`src/rtl/piso_pkg.sv`:
```
// Shared types and helpers for the parallel-in/serial-out serializer.
// Holds the FSM state encoding and the bit-counter width helper.
// Imported by the serializer top level.
package piso_pkg;

  typedef enum logic {
    IDLE  = 1'b0,
    SHIFT = 1'b1
  } state_e;

  // Width of the bit counter for a given word width. The lower bound of 1
  // keeps the counter at least one bit wide.
  function automatic int bit_cnt_width(input int data_width);
    return (data_width <= 2) ? 1 : $clog2(data_width);
  endfunction

endpackage

```
`src/rtl/piso_serializer_if.sv`:
```
// Word-input handshake bundle for the serializer.
// Signals: s_valid_i/s_ready_o handshake; s_data_i word; msb_first_i bit order;
//          clk_div_i bit period (cycles per bit minus one).
interface piso_serializer_if #(
  parameter int DATA_WIDTH = 16,
  parameter int DIV_WIDTH  = 8
);
  logic                  s_valid_i;
  logic                  s_ready_o;
  logic [DATA_WIDTH-1:0] s_data_i;
  logic                  msb_first_i;
  logic [DIV_WIDTH-1:0]  clk_div_i;

  // Producer side.
  modport master (
    output s_valid_i,
    output s_data_i,
    output msb_first_i,
    output clk_div_i,
    input  s_ready_o
  );

  // Serializer side.
  modport slave (
    input  s_valid_i,
    input  s_data_i,
    input  msb_first_i,
    input  clk_div_i,
    output s_ready_o
  );
endinterface

```
`src/rtl/piso_bit_timer.sv`:
```
// Bit-period timer: counts 0..div_i while enabled and ticks on the final count.
// Ports: clk/rst_n; clear_i forces the count to 0; en_i advances it; div_i is
//        the terminal count; tick_o is high in the last cycle of each bit period.
module piso_bit_timer #(
  parameter int DIV_WIDTH = 8
) (
  input  logic                 clk,
  input  logic                 rst_n,
  input  logic                 clear_i,
  input  logic                 en_i,
  input  logic [DIV_WIDTH-1:0] div_i,
  output logic                 tick_o
);

  logic [DIV_WIDTH-1:0] cnt_q, cnt_d;

  // Tick is combinational so the bit boundary lines up with the count that
  // hits the terminal value; the counter never has to wrap past div_i.
  assign tick_o = en_i && (cnt_q == div_i);

  always_comb begin
    cnt_d = cnt_q;
    if (clear_i) begin
      cnt_d = '0;
    end else if (tick_o) begin
      cnt_d = '0;
    end else if (en_i) begin
      cnt_d = cnt_q + 1'b1;
    end
  end

  always_ff @(posedge clk or negedge rst_n) begin
    if (!rst_n) begin
      cnt_q <= '0;
    end else begin
      cnt_q <= cnt_d;
    end
  end

endmodule

```
`src/rtl/piso_serializer.sv`:
```
// Parallel-in/serial-out serializer with per-word bit order and bit period.
// Ports: clk/rst_n; s_bus word handshake (slave); serial_o registered data;
//        frame_o high while a word is on the wire; done_o last-cycle pulse.
module piso_serializer
  import piso_pkg::*;
#(
  parameter int DATA_WIDTH = 16,
  parameter int DIV_WIDTH  = 8
) (
  input  logic                 clk,
  input  logic                 rst_n,
  piso_serializer_if.slave     s_bus,
  output logic                 serial_o,
  output logic                 frame_o,
  output logic                 done_o
);

  localparam int BCW = bit_cnt_width(DATA_WIDTH);
  localparam logic [BCW-1:0] LAST_BIT = BCW'(DATA_WIDTH - 1);

  generate
    if (DATA_WIDTH < 2 || DATA_WIDTH > 255) begin : g_bad_width
      $error("piso_serializer: DATA_WIDTH must be within 2..255");
    end
  endgenerate

  state_e                state_q, state_d;
  logic [DATA_WIDTH-1:0] shift_q, shift_d;
  logic [BCW-1:0]        bit_cnt_q, bit_cnt_d;
  logic                  msb_q, msb_d;
  logic [DIV_WIDTH-1:0]  div_q, div_d;
  logic                  serial_q, serial_d;

  logic tick;
  logic last_tick;
  logic ready;
  logic accept;

  // Last cycle of the last bit: the only point inside a word where a new one
  // can be taken, which is what makes back-to-back words gap-free.
  assign last_tick = (state_q == SHIFT) && tick && (bit_cnt_q == LAST_BIT);

  // Ready depends only on state and counters, never on s_valid_i.
  assign ready  = (state_q == IDLE) || last_tick;
  assign accept = s_bus.s_valid_i && ready;

  assign s_bus.s_ready_o = ready;
  assign serial_o        = serial_q;
  assign frame_o         = (state_q == SHIFT);

  piso_bit_timer #(
    .DIV_WIDTH (DIV_WIDTH)
  ) u_bit_timer (
    .clk     (clk),
    .rst_n   (rst_n),
    .clear_i (accept),
    .en_i    (state_q == SHIFT),
    .div_i   (div_q),
    .tick_o  (tick)
  );

  always_comb begin
    state_d   = state_q;
    shift_d   = shift_q;
    bit_cnt_d = bit_cnt_q;
    msb_d     = msb_q;
    div_d     = div_q;
    serial_d  = serial_q;
    done_o    = last_tick;

    if (accept) begin
      // Order and period are captured here and held for the whole word.
      state_d   = SHIFT;
      shift_d   = s_bus.s_data_i;
      msb_d     = s_bus.msb_first_i;
      div_d     = s_bus.clk_div_i;
      bit_cnt_d = '0;
      serial_d  = s_bus.msb_first_i ? s_bus.s_data_i[DATA_WIDTH-1]
                                    : s_bus.s_data_i[0];
    end else if (last_tick) begin
      state_d   = IDLE;
      shift_d   = '0;
      bit_cnt_d = '0;
      serial_d  = 1'b0;
    end else if ((state_q == SHIFT) && tick) begin
      // The bit on the wire always sits at the outgoing end of shift_q.
      bit_cnt_d = bit_cnt_q + 1'b1;
      if (msb_q) begin
        shift_d  = shift_q << 1;
        serial_d = shift_q[DATA_WIDTH-2];
      end else begin
        shift_d  = shift_q >> 1;
        serial_d = shift_q[1];
      end
    end
  end

  always_ff @(posedge clk or negedge rst_n) begin
    if (!rst_n) begin
      state_q <= IDLE;
    end else begin
      state_q <= state_d;
    end
  end

  always_ff @(posedge clk or negedge rst_n) begin
    if (!rst_n) begin
      shift_q   <= '0;
      bit_cnt_q <= '0;
      msb_q     <= 1'b0;
      div_q     <= '0;
      serial_q  <= 1'b0;
    end else begin
      shift_q   <= shift_d;
      bit_cnt_q <= bit_cnt_d;
      msb_q     <= msb_d;
      div_q     <= div_d;
      serial_q  <= serial_d;
    end
  end

endmodule

```
`src/flat_wrapper.sv`:
```
// flat-port wrapper written by rule: the top's interface ports become plain ports
module piso_serializer_flat import piso_pkg::*;
#(
  parameter int DATA_WIDTH = 16,
  parameter int DIV_WIDTH  = 8
)
  (clk, rst_n, serial_o, frame_o, done_o, s_bus_s_valid_i, s_bus_s_data_i, s_bus_msb_first_i, s_bus_clk_div_i, s_bus_s_ready_o);
  piso_serializer_if #(.DATA_WIDTH(DATA_WIDTH), .DIV_WIDTH(DIV_WIDTH)) s_bus_i ();
  input  logic clk;
  input  logic rst_n;
  output logic serial_o;
  output logic frame_o;
  output logic done_o;
  input wire logic [$bits(s_bus_i.s_valid_i)-1:0] s_bus_s_valid_i;
  input wire logic [$bits(s_bus_i.s_data_i)-1:0] s_bus_s_data_i;
  input wire logic [$bits(s_bus_i.msb_first_i)-1:0] s_bus_msb_first_i;
  input wire logic [$bits(s_bus_i.clk_div_i)-1:0] s_bus_clk_div_i;
  output wire logic [$bits(s_bus_i.s_ready_o)-1:0] s_bus_s_ready_o;
  assign s_bus_i.s_valid_i = s_bus_s_valid_i;
  assign s_bus_i.s_data_i = s_bus_s_data_i;
  assign s_bus_i.msb_first_i = s_bus_msb_first_i;
  assign s_bus_i.clk_div_i = s_bus_clk_div_i;
  assign s_bus_s_ready_o = s_bus_i.s_ready_o;
  piso_serializer #(.DATA_WIDTH(DATA_WIDTH), .DIV_WIDTH(DIV_WIDTH)) u_core (.clk(clk), .rst_n(rst_n), .s_bus(s_bus_i), .serial_o(serial_o), .frame_o(frame_o), .done_o(done_o));
endmodule
```
`config.mk`:
```
export PLATFORM = sky130hd
export DESIGN_NAME = piso_serializer_flat
export DESIGN_NICKNAME = d
export VERILOG_FILES = /design/src/rtl/piso_pkg.sv /design/src/rtl/piso_serializer_if.sv /design/src/rtl/piso_bit_timer.sv /design/src/rtl/piso_serializer.sv /design/src/flat_wrapper.sv
export SDC_FILE = /design/constraint.sdc
export NUM_CORES = 1
export LEC_CHECK = 0
export CAP_MARGIN = 20
export CORE_ASPECT_RATIO = 0.5
export CORE_MARGIN = 2
export CORE_UTILIZATION = 58
export DETAILED_ROUTE_END_ITERATION = 8
export GPL_TIMING_DRIVEN = 0
export PLACE_DENSITY = 0.85
export SKIP_LAST_GASP = 1
export SLEW_MARGIN = 10
export SYNTH_ARGS = -nofsm -noshare
export SYNTH_HDL_FRONTEND = slang
export SYNTH_SLANG_ARGS = --single-unit
```
`constraint.sdc`:
```
create_clock -name clk -period 3.2 [get_ports clk]
set_input_delay 0.64 -clock clk [delete_from_list [all_inputs] [get_ports clk]]
set_output_delay 0.64 -clock clk [all_outputs]
set_load 0.01 [all_outputs]
```
==> results.cfg <==
[outcome]
run_status = finished clean

[detailed_routing]
routed_wl_um = 4410
via_per_inst = 5.90
first_iter_violations = 63
drc = 0
drt_pass1_iterations = 4
ant_nets = 0
post_drt_wl_per_cell_um = 16.5
vias = 1580

[global_route]
grt_pass1_vias = 1549
antenna_found_initial = 0
grt_pass1_wl_um = 7200
track_usage_pct = 24.0
grt_max_degree = 34
grt_overflow = 0

[worst_setup_path]
r2r_end = u_core.div_q[5]
worst-path-stages = 6
critical_path.max_fanout = 10
start_kind = flip-flop
critical_path_arrival_ps = 2400
r2r_cells = 6
endpoint_kind = output port
cpMaxStageDelayCell = clkdlybuf4s50_1
critical-path-top-delay-family = simple AND/OR/NAND/NOR gates
path_buf_inv = 2
r2r_slack_ps = 930
r2r-start = u_core.u_bit_timer.cnt_q[5]
cpPeakStageDelay_ps = 540
cp_data_required_time_ps = 2560
crit_chain = xor2_1, nor4_4, nand3_4, buf_6, nor2_1, clkdlybuf4s50_1
critical_path_class = reg2out

[layout]
layout-drive-gt1-share_pct = 20.7
nets = 246
regArea_sq_um = 976
area_growth_pct = 25.1
n_antenna_cell = 0
multi_input_area_sq_um = 1070
fillCellCount = 244

[clock_tree]
cts_setup_buffers = 0
tritoncts = built
numCtsBuffers = 5
hold_buffers = 0
clock_path_buffers = 2
cts_sinks = 39
cts_root_buf = clkbuf_8
cts_resized = 0
worstSkewPairLatency_ps = 300
clk_pin_slew_ps = 80
cts_htree_levels = 2

[sta]
max_freq_ghz = 0.329
relSlewSlack_pct = 66.8
skew_ps = 5.84
worst_pin_slew_ps = 498
slew_violations = 0
hold_viol = 0
min_period_over_period_pct = 94.9
fin_crit_ps = 3040
setup_viol = 0
tns_ps = 0
rsz0062_at_grt = false

[job]
cap_violations = 0

[die]
initial_core_util_pct = 60.9
die_area_sq_um = 4130
ios = 32
die_h_um = 46.5
die_w_um = 88.9
coreArea_sq_um = 3430
rows = 15

[yosys]
synth_area_leaders = dfrtp_1 (47%), mux2_2 (11%), a221o_1 (7.2%), and3_1 (6.3%), xor2_1 (4.2%)
synth_ff_type = dfrtp_1
yosysMostFrequentCell = dfrtp_1
syn_avg_cell_area_sq_um = 11.8
synth_top_area_share_pct = 46.7
synth_cell_types = 34
synth_edf_count = 0
synth-async-reset-ratio_pct = 100
syn_area_sq_um = 2090
ys_seq_area_share_pct = 46.7
syn-instance-count = 177
netlist_top_cells_count = dfrtp_1 (39), and3_1 (21), mux2_2 (20)
synthesis.nets = 207
yosys.area.top_type = dfrtp_1
yosys_warnings = 0
ys_ff_latch = 39

[worst_hold_path]
min_path_type = in2async

[pwr]
power.leakage_nw = 1.19
ir_drop_v = 0.000450
power_density_nw_per_um2 = 747
total_power_mw = 1.95

[place]
io_buffers = 31
dp_hpwl_um = 2960
gp_congestion = 0.792
area by class of cell:
class                   count  area share [%]
well taps                  51            2.44
repair buffers             32            12.4
flip-flops and latches     39            37.3
clock buffers               6            3.16
clock inverters             2            1.34
plain buffers              11            2.58
multi-input cells         127            40.7
how the worst max path moves through the flow:
stage | start | endpoint | slack, ps
floorplan | u_core.u_bit_timer.cnt_q[1] | s_bus_s_ready_o | 1030
global placement | u_core.u_bit_timer.cnt_q[1] | s_bus_s_ready_o | 400
detailed placement | u_core.u_bit_timer.cnt_q[1] | s_bus_s_ready_o | 400
CTS | u_core.u_bit_timer.cnt_q[1] | s_bus_s_ready_o | 5
global route | u_core.u_bit_timer.cnt_q[5] | done_o | 40
finish | u_core.u_bit_timer.cnt_q[5] | done_o | 160
cell usage in the layout (no fill, tap or decap), types with 3 or more instances in the layout:
cell type and n:
dfrtp_1 39, nand2_1 5, a221o_1 15, nand2b_1 5, a22o_1 3, nor2_1 4
mux2_4 4, clkdlybuf4s50_1 30, xor2_1 10, nand3_1 4, and3_1 21, clkbuf_8 6
buf_6 3, a21oi_1 7, mux2_2 20, a31oi_1 3, clkbuf_1 7
power breakdown:
group,internal [mW],leakage [nW],switching (mW)
registers,0.682,0.481,0.176
logic,0.393,0.644,0.268
clock network,0.252,0.0612,0.183
total,1.33,1.19,0.628
worst register-to-register path: stages (launching register included):
cell	delay (ps)
dfrtp_1	440
xor2_1	190
nor4_4	440
nand3_4	200
o21ai_4	360
buf_6	220
mux2_4	310
through the flow:
stage / utilization (%) / std cells / hold slack [ps] / setup WS [ps] / instance area, sq um
global route: 76.2 / 268 / 171 / 40.1 / 2620
detailed placement: 72.2 / 260 / 492 / 399 / 2480
floorplan: - / 177 / 344 / 1030 / 2090
CTS: 75.7 / 268 / 169 / 5.36 / 2600
finish: 76.2 / 268 / 173 / 164 / 2620
global placement: 71.8 / 259 / 497 / 398 / 2470
flip-flops by register name, summed over array words and instances, names as in the netlist:
register / count
u_core.shift_q: 16
u_core.div_q: 8
u_core.u_bit_timer.cnt_q: 8
u_core.bit_cnt_q: 4
u_core.frame_o: 1
u_core.msb_q: 1
u_core.serial_o: 1
layer usage:
metal / track usage, % / wire length, um / up-vias
li1: - / - / 748
met1: 29.6 / 2020 / 799
met2: 41.8 / 2210 / 33
met3: 6.45 / 174 / 0
met4: 8.06 / 0 / 0
met5: 0 / 0 / -
logic make-up after synthesis:
group	Yosys count	share of synthesized area, %
xor+xnor	11	4.61
compound gates	36	14.2
flops	39	46.7
fa+ha+maj	2	1.20
simple gates	52	15.5
buf+inv	11	3.23
mux	26	14.6
No activity file was read; power rests on OpenSTA's default activity.
